**config.mk**
```make
export PLATFORM = sky130hd
export DESIGN_NAME = nanop_seq
export DESIGN_NICKNAME = d
export VERILOG_FILES = /design/src/rtl/nanop_pkg.sv /design/src/rtl/nanop_pc.sv /design/src/rtl/nanop_seq.sv
export SDC_FILE = /design/constraint.sdc
export NUM_CORES = 1
export LEC_CHECK = 0
export BUFFER_PORTS_ARGS = -buffer_cell sky130_fd_sc_hd__buf_4
export CORE_MARGIN = 3
export CORE_UTILIZATION = 44
export DETAILED_ROUTE_END_ITERATION = 12
export MAX_ROUTING_LAYER = met4
export PLACE_DENSITY = 0.8
export SLEW_MARGIN = 30
export SYNTH_ARGS = -nofsm -noshare
export SYNTH_HDL_FRONTEND = slang
export SYNTH_HIERARCHICAL = 1
export SYNTH_SLANG_ARGS = --single-unit
```
**constraint.sdc**
```tcl
create_clock -name clk -period 2.15 [get_ports clk]
set_clock_uncertainty 0.05 [all_clocks]
set_input_delay 0.1075 -clock clk [delete_from_list [all_inputs] [get_ports clk]]
set_output_delay 0.1075 -clock clk [all_outputs]
set_load 0.02 [all_outputs]
```
**src/rtl/nanop_pkg.sv**
```systemverilog
// Opcode map, FSM state encoding and decode helpers for the nanoprocessor sequencer.
// The HALT state exists only when NANOP_HALT_EN is defined.
package nanop_pkg;

    localparam logic [7:0] NOP = 8'h00;
    localparam logic [7:0] XOR = 8'h01;
    localparam logic [7:0] AND = 8'h02;
    localparam logic [7:0] OR  = 8'h03;
    localparam logic [7:0] ADD = 8'h04;
    localparam logic [7:0] ADC = 8'h05;
    localparam logic [7:0] SUB = 8'h06;
    localparam logic [7:0] SBC = 8'h07;
    localparam logic [7:0] ROL = 8'h08;
    localparam logic [7:0] ROR = 8'h09;
    localparam logic [7:0] LDA = 8'h0A;
    localparam logic [7:0] STA = 8'h0B;
    localparam logic [7:0] OUT = 8'h0C;
    localparam logic [7:0] JMP = 8'h0D;
    localparam logic [7:0] JNC = 8'h0E;
    localparam logic [7:0] JNZ = 8'h0F;
    localparam logic [7:0] HLT = 8'hFF;

`ifdef NANOP_HALT_EN
    typedef enum logic [1:0] {
        IF   = 2'd0,
        AF   = 2'd1,
        EX   = 2'd2,
        HALT = 2'd3
    } state_t;
`else
    typedef enum logic [1:0] {
        IF = 2'd0,
        AF = 2'd1,
        EX = 2'd2
    } state_t;
`endif

    function automatic logic is_alu_op(input logic [7:0] op);
        case (op)
            XOR, AND, OR, ADD, ADC, SUB, SBC, ROL, ROR: return 1'b1;
            default:                                    return 1'b0;
        endcase
    endfunction

    function automatic logic is_mem_op(input logic [7:0] op);
        case (op)
            LDA, STA, OUT: return 1'b1;
            default:       return is_alu_op(op);
        endcase
    endfunction

    function automatic logic writes_carry(input logic [7:0] op);
        case (op)
            ADD, SUB, ADC, SBC, ROL, ROR: return 1'b1;
            default:                      return 1'b0;
        endcase
    endfunction

endpackage

```
**src/rtl/nanop_pc.sv**
```systemverilog
// AW-wide program counter with increment and parallel load; load wins over increment.
module nanop_pc #(
    parameter int unsigned AW = 8
) (
    input  logic          clk,
    input  logic          reset_n,
    input  logic          inc_i,
    input  logic          load_i,
    input  logic [AW-1:0] load_val_i,
    output logic [AW-1:0] pc_o
);

    logic [AW-1:0] pc_q;
    logic [AW-1:0] pc_d;

    always_comb begin
        pc_d = pc_q;
        if (load_i) begin
            pc_d = load_val_i;
        end else if (inc_i) begin
            pc_d = pc_q + AW'(1);
        end
    end

    always_ff @(posedge clk or negedge reset_n) begin
        if (!reset_n) begin
            pc_q <= '0;
        end else begin
            pc_q <= pc_d;
        end
    end

    assign pc_o = pc_q;

endmodule

```
**src/rtl/nanop_seq.sv**
```systemverilog
// Nanoprocessor sequencer: IF/AF/EX FSM, PC, flags and datapath strobe decode with memory wait.
// Optional HLT instruction enabled by defining NANOP_HALT_EN.
module nanop_seq
    import nanop_pkg::*;
#(
    parameter int unsigned AW = 8,
    parameter int unsigned IW = 8
) (
    input  logic          clk,
    input  logic          reset_n,
    input  logic [IW-1:0] I,
    input  logic [AW-1:0] addr,
    input  logic          mem_ready,
    input  logic          alu_c,
    input  logic          alu_z,
    output logic [AW-1:0] PC,
    output logic          Load_I,
    output logic          Load_Acc,
    output logic          Sel_Acc,
    output logic          Load_Addr,
    output logic          Sel_Addr,
    output logic          WRITE,
    output logic          Load_Out,
    output logic          C,
    output logic          Z,
    output logic          halted
);

    state_t     state_q;
    logic       c_q;
    logic       z_q;
    logic [7:0] op;
    logic       mem_op;
    logic       ex_done;
    logic       pc_inc;
    logic       pc_load;

    // Opcodes with any bit set above the 8-bit map are unknown and run as NOP.
    always_comb begin
        op      = ((I >> 8) == '0) ? I[7:0] : NOP;
        mem_op  = is_mem_op(op);
        ex_done = (state_q == EX) && (!mem_op || mem_ready);
        pc_inc  = ((state_q == IF) || (state_q == AF)) && mem_ready;
        pc_load = ex_done && ((op == JMP) ||
                              ((op == JNC) && !c_q) ||
                              ((op == JNZ) && !z_q));
    end

    always_comb begin
        Load_I    = 1'b0;
        Load_Acc  = 1'b0;
        Sel_Acc   = 1'b0;
        Load_Addr = 1'b0;
        Sel_Addr  = 1'b0;
        WRITE     = 1'b0;
        Load_Out  = 1'b0;
        case (state_q)
            IF: Load_I    = mem_ready;
            AF: Load_Addr = mem_ready;
            EX: begin
                if (mem_op) begin
                    Sel_Addr = mem_ready;
                    // The store strobe is held for the whole wait, unlike the load strobes.
                    WRITE    = (op == STA);
                    Load_Acc = mem_ready && ((op == LDA) || is_alu_op(op));
                    Sel_Acc  = mem_ready && (op == LDA);
                    Load_Out = mem_ready && (op == OUT);
                end
            end
            default: ;
        endcase
    end

    always_ff @(posedge clk or negedge reset_n) begin
        if (!reset_n) begin
            state_q <= IF;
            c_q     <= 1'b0;
            z_q     <= 1'b0;
        end else begin
            case (state_q)
                IF: if (mem_ready) state_q <= AF;
                AF: if (mem_ready) state_q <= EX;
                EX: begin
                    if (ex_done) begin
                        if (Load_Acc) z_q <= alu_z;
                        if (writes_carry(op)) c_q <= alu_c;
`ifdef NANOP_HALT_EN
                        state_q <= (op == HLT) ? HALT : IF;
`else
                        state_q <= IF;
`endif
                    end
                end
`ifdef NANOP_HALT_EN
                HALT: state_q <= HALT;
`endif
                default: state_q <= IF;
            endcase
        end
    end

    nanop_pc #(.AW(AW)) u_pc (
        .clk        (clk),
        .reset_n    (reset_n),
        .inc_i      (pc_inc),
        .load_i     (pc_load),
        .load_val_i (addr),
        .pc_o       (PC)
    );

    assign C = c_q;
    assign Z = z_q;

`ifdef NANOP_HALT_EN
    assign halted = (state_q == HALT);
`else
    assign halted = 1'b0;
`endif

endmodule
```
* Word-level counts from Yosys, hierarchy flattened
Memories as Yosys holds them, arrays and structs flattened.
Index checks and enable logic that the tools add are counted.
** Word-level totals
- Memories kept :: 2
- Memory bits (read-only) :: 32
- Input port bits :: 21
- Word-level logic and storage cells :: 74
- Register bits after elaboration :: 12
- Output and inout bits :: 18
** Memories
- (no name shown) :: words 16, width 1, read ports 1, clocked after memory_dff 0, write ports 0, RTL line nanop_pkg.sv:39 : case (op)
- (no name shown) :: words 16, width 1, read ports 1, clocked after memory_dff 0, write ports 0, RTL line nanop_pkg.sv:39
** Cells by class
- Reduce and logical (&&, ||, !) cells :: 24
- Equal/unequal tests :: 17
- Add/subtract/negate cells :: 1
- Muxes and demuxes :: 26
** Operators with widths (count)
- 8-bit by 4-bit equality test with 1-bit output (second input constant) :: 8
- 8-bit by 3-bit equality test with 1-bit output (second input constant) :: 4
- 1-bit 2-to-1 mux :: 20
- 8-bit 2-to-1 mux :: 2
- 3-bit AND reduction :: 3
- 8-bit by 1-bit adder with 8-bit output (second input constant) :: 1
- 1-bit logical AND :: 8
- 2-bit 2-to-1 mux :: 3
- 2-bit inequality test (second input constant) :: 3
- 2-bit one-hot mux with 3 select lines :: 1
- 6-bit OR reduction :: 1
- 1-bit logical OR :: 5
- 4-bit zero test :: 1
- 1-bit zero test :: 3
- 3-bit OR reduction :: 1
- 2-bit by 1-bit equality test with 1-bit output (second input constant) :: 1
- 2-bit equality test (second input constant) :: 1
- 2-bit zero test :: 1
- 2-bit nonzero test :: 1

* Logic depth before layout (Yosys ltp)
- Depth in word-level cells :: 10
- Gate-level depth with buffers :: 7
- Gate-level depth less buffers :: 6

* Modules after synthesis
Netlist, hierarchy kept.
** By module, submodules not included
- nanop_pc :: cells each 49, sequential area each 200.2 sq um, area an instance 450.4 sq um, times used 1
- nanop_seq :: cells each 40, sequential area each 100.1 sq um, area an instance 331.6 sq um, times used 1

* Worst setup path after synthesis
Ideal clock, no wire load.
- Path type :: flip-flop to flip-flop
- Start :: register state_q[0]
- End :: register u_pc.pc_q[3] (netlist: u_pc/pc_o[3])
- Setup time :: 0.132 ns
- Stages on the path, launching flop included :: 7
- Data required time :: 1.968 ns
- Clock period less this slack :: 1.884 ns
- Arrival :: 1.702 ns
- Buffers on the path :: 2
- Setup slack :: 0.266 ns
- Path through :: dfrtp_1 nor4b_2 nand2_1 nor3_1 clkbuf_1 clkbuf_1 o21ai_1
** On the way
- Word-level cells in the longest chain between the ends :: 4
- Elaborated cells on any way between the ends :: 9
- Classes of those cells :: 2 x eq/ne; 1 x mux; 6 x reduce/logical
** Ends and longest elaborated chain
- from (decl) :: RTL line nanop_seq.sv:29 : state_t state_q;
- from (signal assigned) :: RTL line nanop_seq.sv:76 : state_q <= IF;
- from (signal assigned) :: RTL line nanop_seq.sv:81 : IF: if (mem_ready) state_q <= AF;
- from (signal assigned) :: RTL line nanop_seq.sv:82 : AF: if (mem_ready) state_q <= EX;
- 2-bit equality test (*) :: RTL line nanop_seq.sv:42 : ex_done = (state_q == EX) && (!mem_op || mem_ready);
- 1-bit logical AND (*) :: RTL line nanop_seq.sv:42
- 1-bit logical AND (*) :: RTL line nanop_seq.sv:44 : pc_load = ex_done && ((op == JMP) ||
- named net pc_load :: RTL line nanop_seq.sv:36 : logic pc_load;
- 8-bit 2-to-1 mux / 2-bit nonzero test (equally long branches)
- to (signal assigned) :: RTL line nanop_pc.sv:29 : pc_q <= pc_d;
- to (decl) :: RTL line nanop_pc.sv:13 : logic [AW-1:0] pc_q;
The timed path passes the listed nets; every way through them passes the cells marked *.
A chain may end at the register's enable or synchronous reset.

* Final worst setup path
- Start :: register state_q[0]
- End :: register u_pc.pc_q[5] (netlist: u_pc/pc_o[5])
Same word-level chain as after synthesis.

==> results.tsv <==
metric	value	unit
drt initial violations	12	
GR Util All Layers	19.33	%
CP Data Arrival Time	1.99	ns
outcome	complete, no violations	
Syn Inst Count	89	
dominant synthesized flop cell	dfrtp_1	
initial antenna violation count	0	
register share of total power	40.5	%
Clk pwr share	13.0	%
NetSw	0.0004376	W
hold slack	0.005980	ns
Max Slew Vio Count	0	
drt pass-1 iters	4	
sequential share of the synthesized area	38.40	%
most frequent cells in the layout	39 x buf_4, 14 x nand2_1, 12 x dfrtp_1	
commonest non-fill, non-tap cell in the layout	buf_4	
Worst VDD drop	0.6396	mV
RePlAce Congestion	0.7866	
R2R setup slack	0.26	ns
post-synthesis net count	111	
DRC Markers	0	
min Tclk post-route	1.891	ns
worst hold path class	primary input to flip-flop	
GRT Residual Overflow	0	
Worst-Skew Late Latency	0.27	ns
RR Startpoint	state_q[0]	
leak pwr	0.5444	nW
power per cell area	889.3	nW/um^2
Rows	14	
Max-cap violations	0	
CP required	2.25	ns
final net count	158	
synth unique cells	30	
CP Capture Type	flip-flop	
CP startpoint	state_q[0]	
core area	1594	um^2
fill count	130	
Cell Int Power	0.0006072	W
# diodes	0	
DPL Wire Length	1555	um
die area	2319	um^2
Reg2Reg Depth	7	
Syn. warnings	6	
Crit Path Class	flip-flop to flip-flop	
CTS Buffer Depth	2	
I/O Buffers	37	
Setup crit start kind	flip-flop	
vias in the first global route	685	
sw frac	41.88	%
antenna-violating nets left	0	
Ports	39	
Worst Path Max Fanout	19	
clock root buffer	clkbuf_4	
Sink Count	12	
CTS tree	built	
max incr delay on CP	0.43	ns
R2R Path End	u_pc/pc_o[5]	
Synth Cell Area	782.0	um^2
Avg WL per Cell	12.09	um
die width	48.16	um
Fin Setup TNS	0	ns
ys async rst share	100.0	%
Initial Util	49.06	%
Avg Inst Size Synth	8.787	um^2
unrepaired setup endpoints after global routing	no	
Chip Height	48.16	um
first-pass GRT wire length	3022	um
flops & latches, synth	12	
Hold Fails Final Rpt	0	
Finish-stage setup viols	0	
fmax	0.5288	GHz
Post-synth EDFFs	0	
H-tree depth	1	
WL final	1911	um
Worst Setup EP	u_pc/pc_o[5]	
synth-to-layout area growth	50.24	%
largest net degree at the start of global routing	20	
worst-path cell chain	nor4b_2 > nand2_1 > nor3_1 > buf_4 > nor2b_1 > o21ai_0 > nand3_1	
power share of the combinational group	46.5	%
clock buffer count from CTS	3	
crit path max-delay cell type	dfrtp_1	
share of layout cells above drive strength 1	35.82	%
part of the cycle the worst path needs	87.96	%
average vias per placed instance	5.076	
Clk pin slew, worst setup/hold paths	0.07	ns
routed vias	802	
-- cells in the mapped netlist, types with 2 or more instances --
library cell  instances  area [um^2]
clkbuf_1              2        7.510
nor2_1                4        15.01
inv_1                 3        11.26
nor3b_1               2        15.01
nor2b_1               7        43.79
xor2_1                3        26.28
dfrtp_1              12        300.3
nand3_1               6        30.03
buf_4                 2        15.01
o21ai_1               2        10.01
or4_1                 3        22.52
xnor2_1               2        17.52
nand2_1              14        52.55
nor3_1                3        15.01
nand4_1               2        12.51
o21ai_0               8        40.04
-- how the worst min path moves through the flow --
stage,startpoint,to,cells past startpoint
after floorplan,reset_n,C,0
after global placement,reset_n,u_pc/pc_o[6],1
after detailed placement,reset_n,u_pc/pc_o[6],1
after CTS,addr[3],u_pc/pc_o[3],3
after global routing,addr[7],u_pc/pc_o[7],3
final,addr[7],u_pc/pc_o[7],3
-- critical path: cells and delay by family (launching register included) --
kind | cells | cell delay (ns)
and+or+nand+nor | 5 | 0.99
buffers and inverters | 1 | 0.24
DFF | 1 | 0.43
AOI/OAI and AO/OA | 1 | 0.07
-- through the flow --
stage	util [%]	total power, W	std cells	worst slack [ns]	cell area (um^2)
6_report	73.70	0.001045	158	0.2588	1175
5_1_grt	73.70	0.001129	158	0.04609	1175
2_1_floorplan	-	0.0006854	89	0.2658	782.0
3_3_place_gp	67.90	0.0008812	148	0.3820	1082
3_5_place_dp	67.90	0.0009005	148	0.2602	1082
4_1_cts	73.08	0.001052	157	0.2501	1165
-- final cells by class --
type / instances / area (um^2) / share of cell area (%)
clock buffers: 3 / 22.52 / 1.917
inverters: 3 / 11.26 / 0.9585
multi-input cells: 70 / 447.9 / 38.13
flip-flops and latches: 12 / 300.3 / 25.56
well taps: 24 / 30.03 / 2.556
repair buffers: 46 / 362.8 / 30.88
-- state kept, by name, indices dropped and copies added (netlist names) --
register and flops:
u_pc/pc_o 8, state_q 2, C 1, Z 1
-- kinds of logic after synthesis --
logic type                 synth area share, %
other                                   0.4795
muxes                                    4.639
and+or+nand+nor                          34.24
AOI/OAI and AO/OA                        10.72
xor gates and xnor gates                 5.601
adders and majority gates                1.600
DFF                                      38.40
buffers and inverters                    4.320
-- per-layer routing --
metal	part of all wire, %	vias up	track usage, %
met2	50	30	30.21
met3	6.5	4	5.535
met5	0	-	-
li1	-	405	-
met1	43	363	24.43
met4	0.63	0	4.839
-- power by group through the flow --
stage,sequential [W],clock [W],combinational (W)
after detailed placement,0.000428,0,0.000473
after floorplan,0.000489,0,0.000196
after global placement,0.000422,0,0.000460
after global routing,0.000441,0.000152,0.000536
after CTS,0.000423,0.000141,0.000488
final,0.000423,0.000135,0.000486
-- what timing repair did --
item,CTS,global route
endpoints found under the hold margin,17,1
gates resized for setup,0,0
hold buffers,6,1
buffers inserted,0,0
No activity file was read; power rests on OpenSTA's default activity.
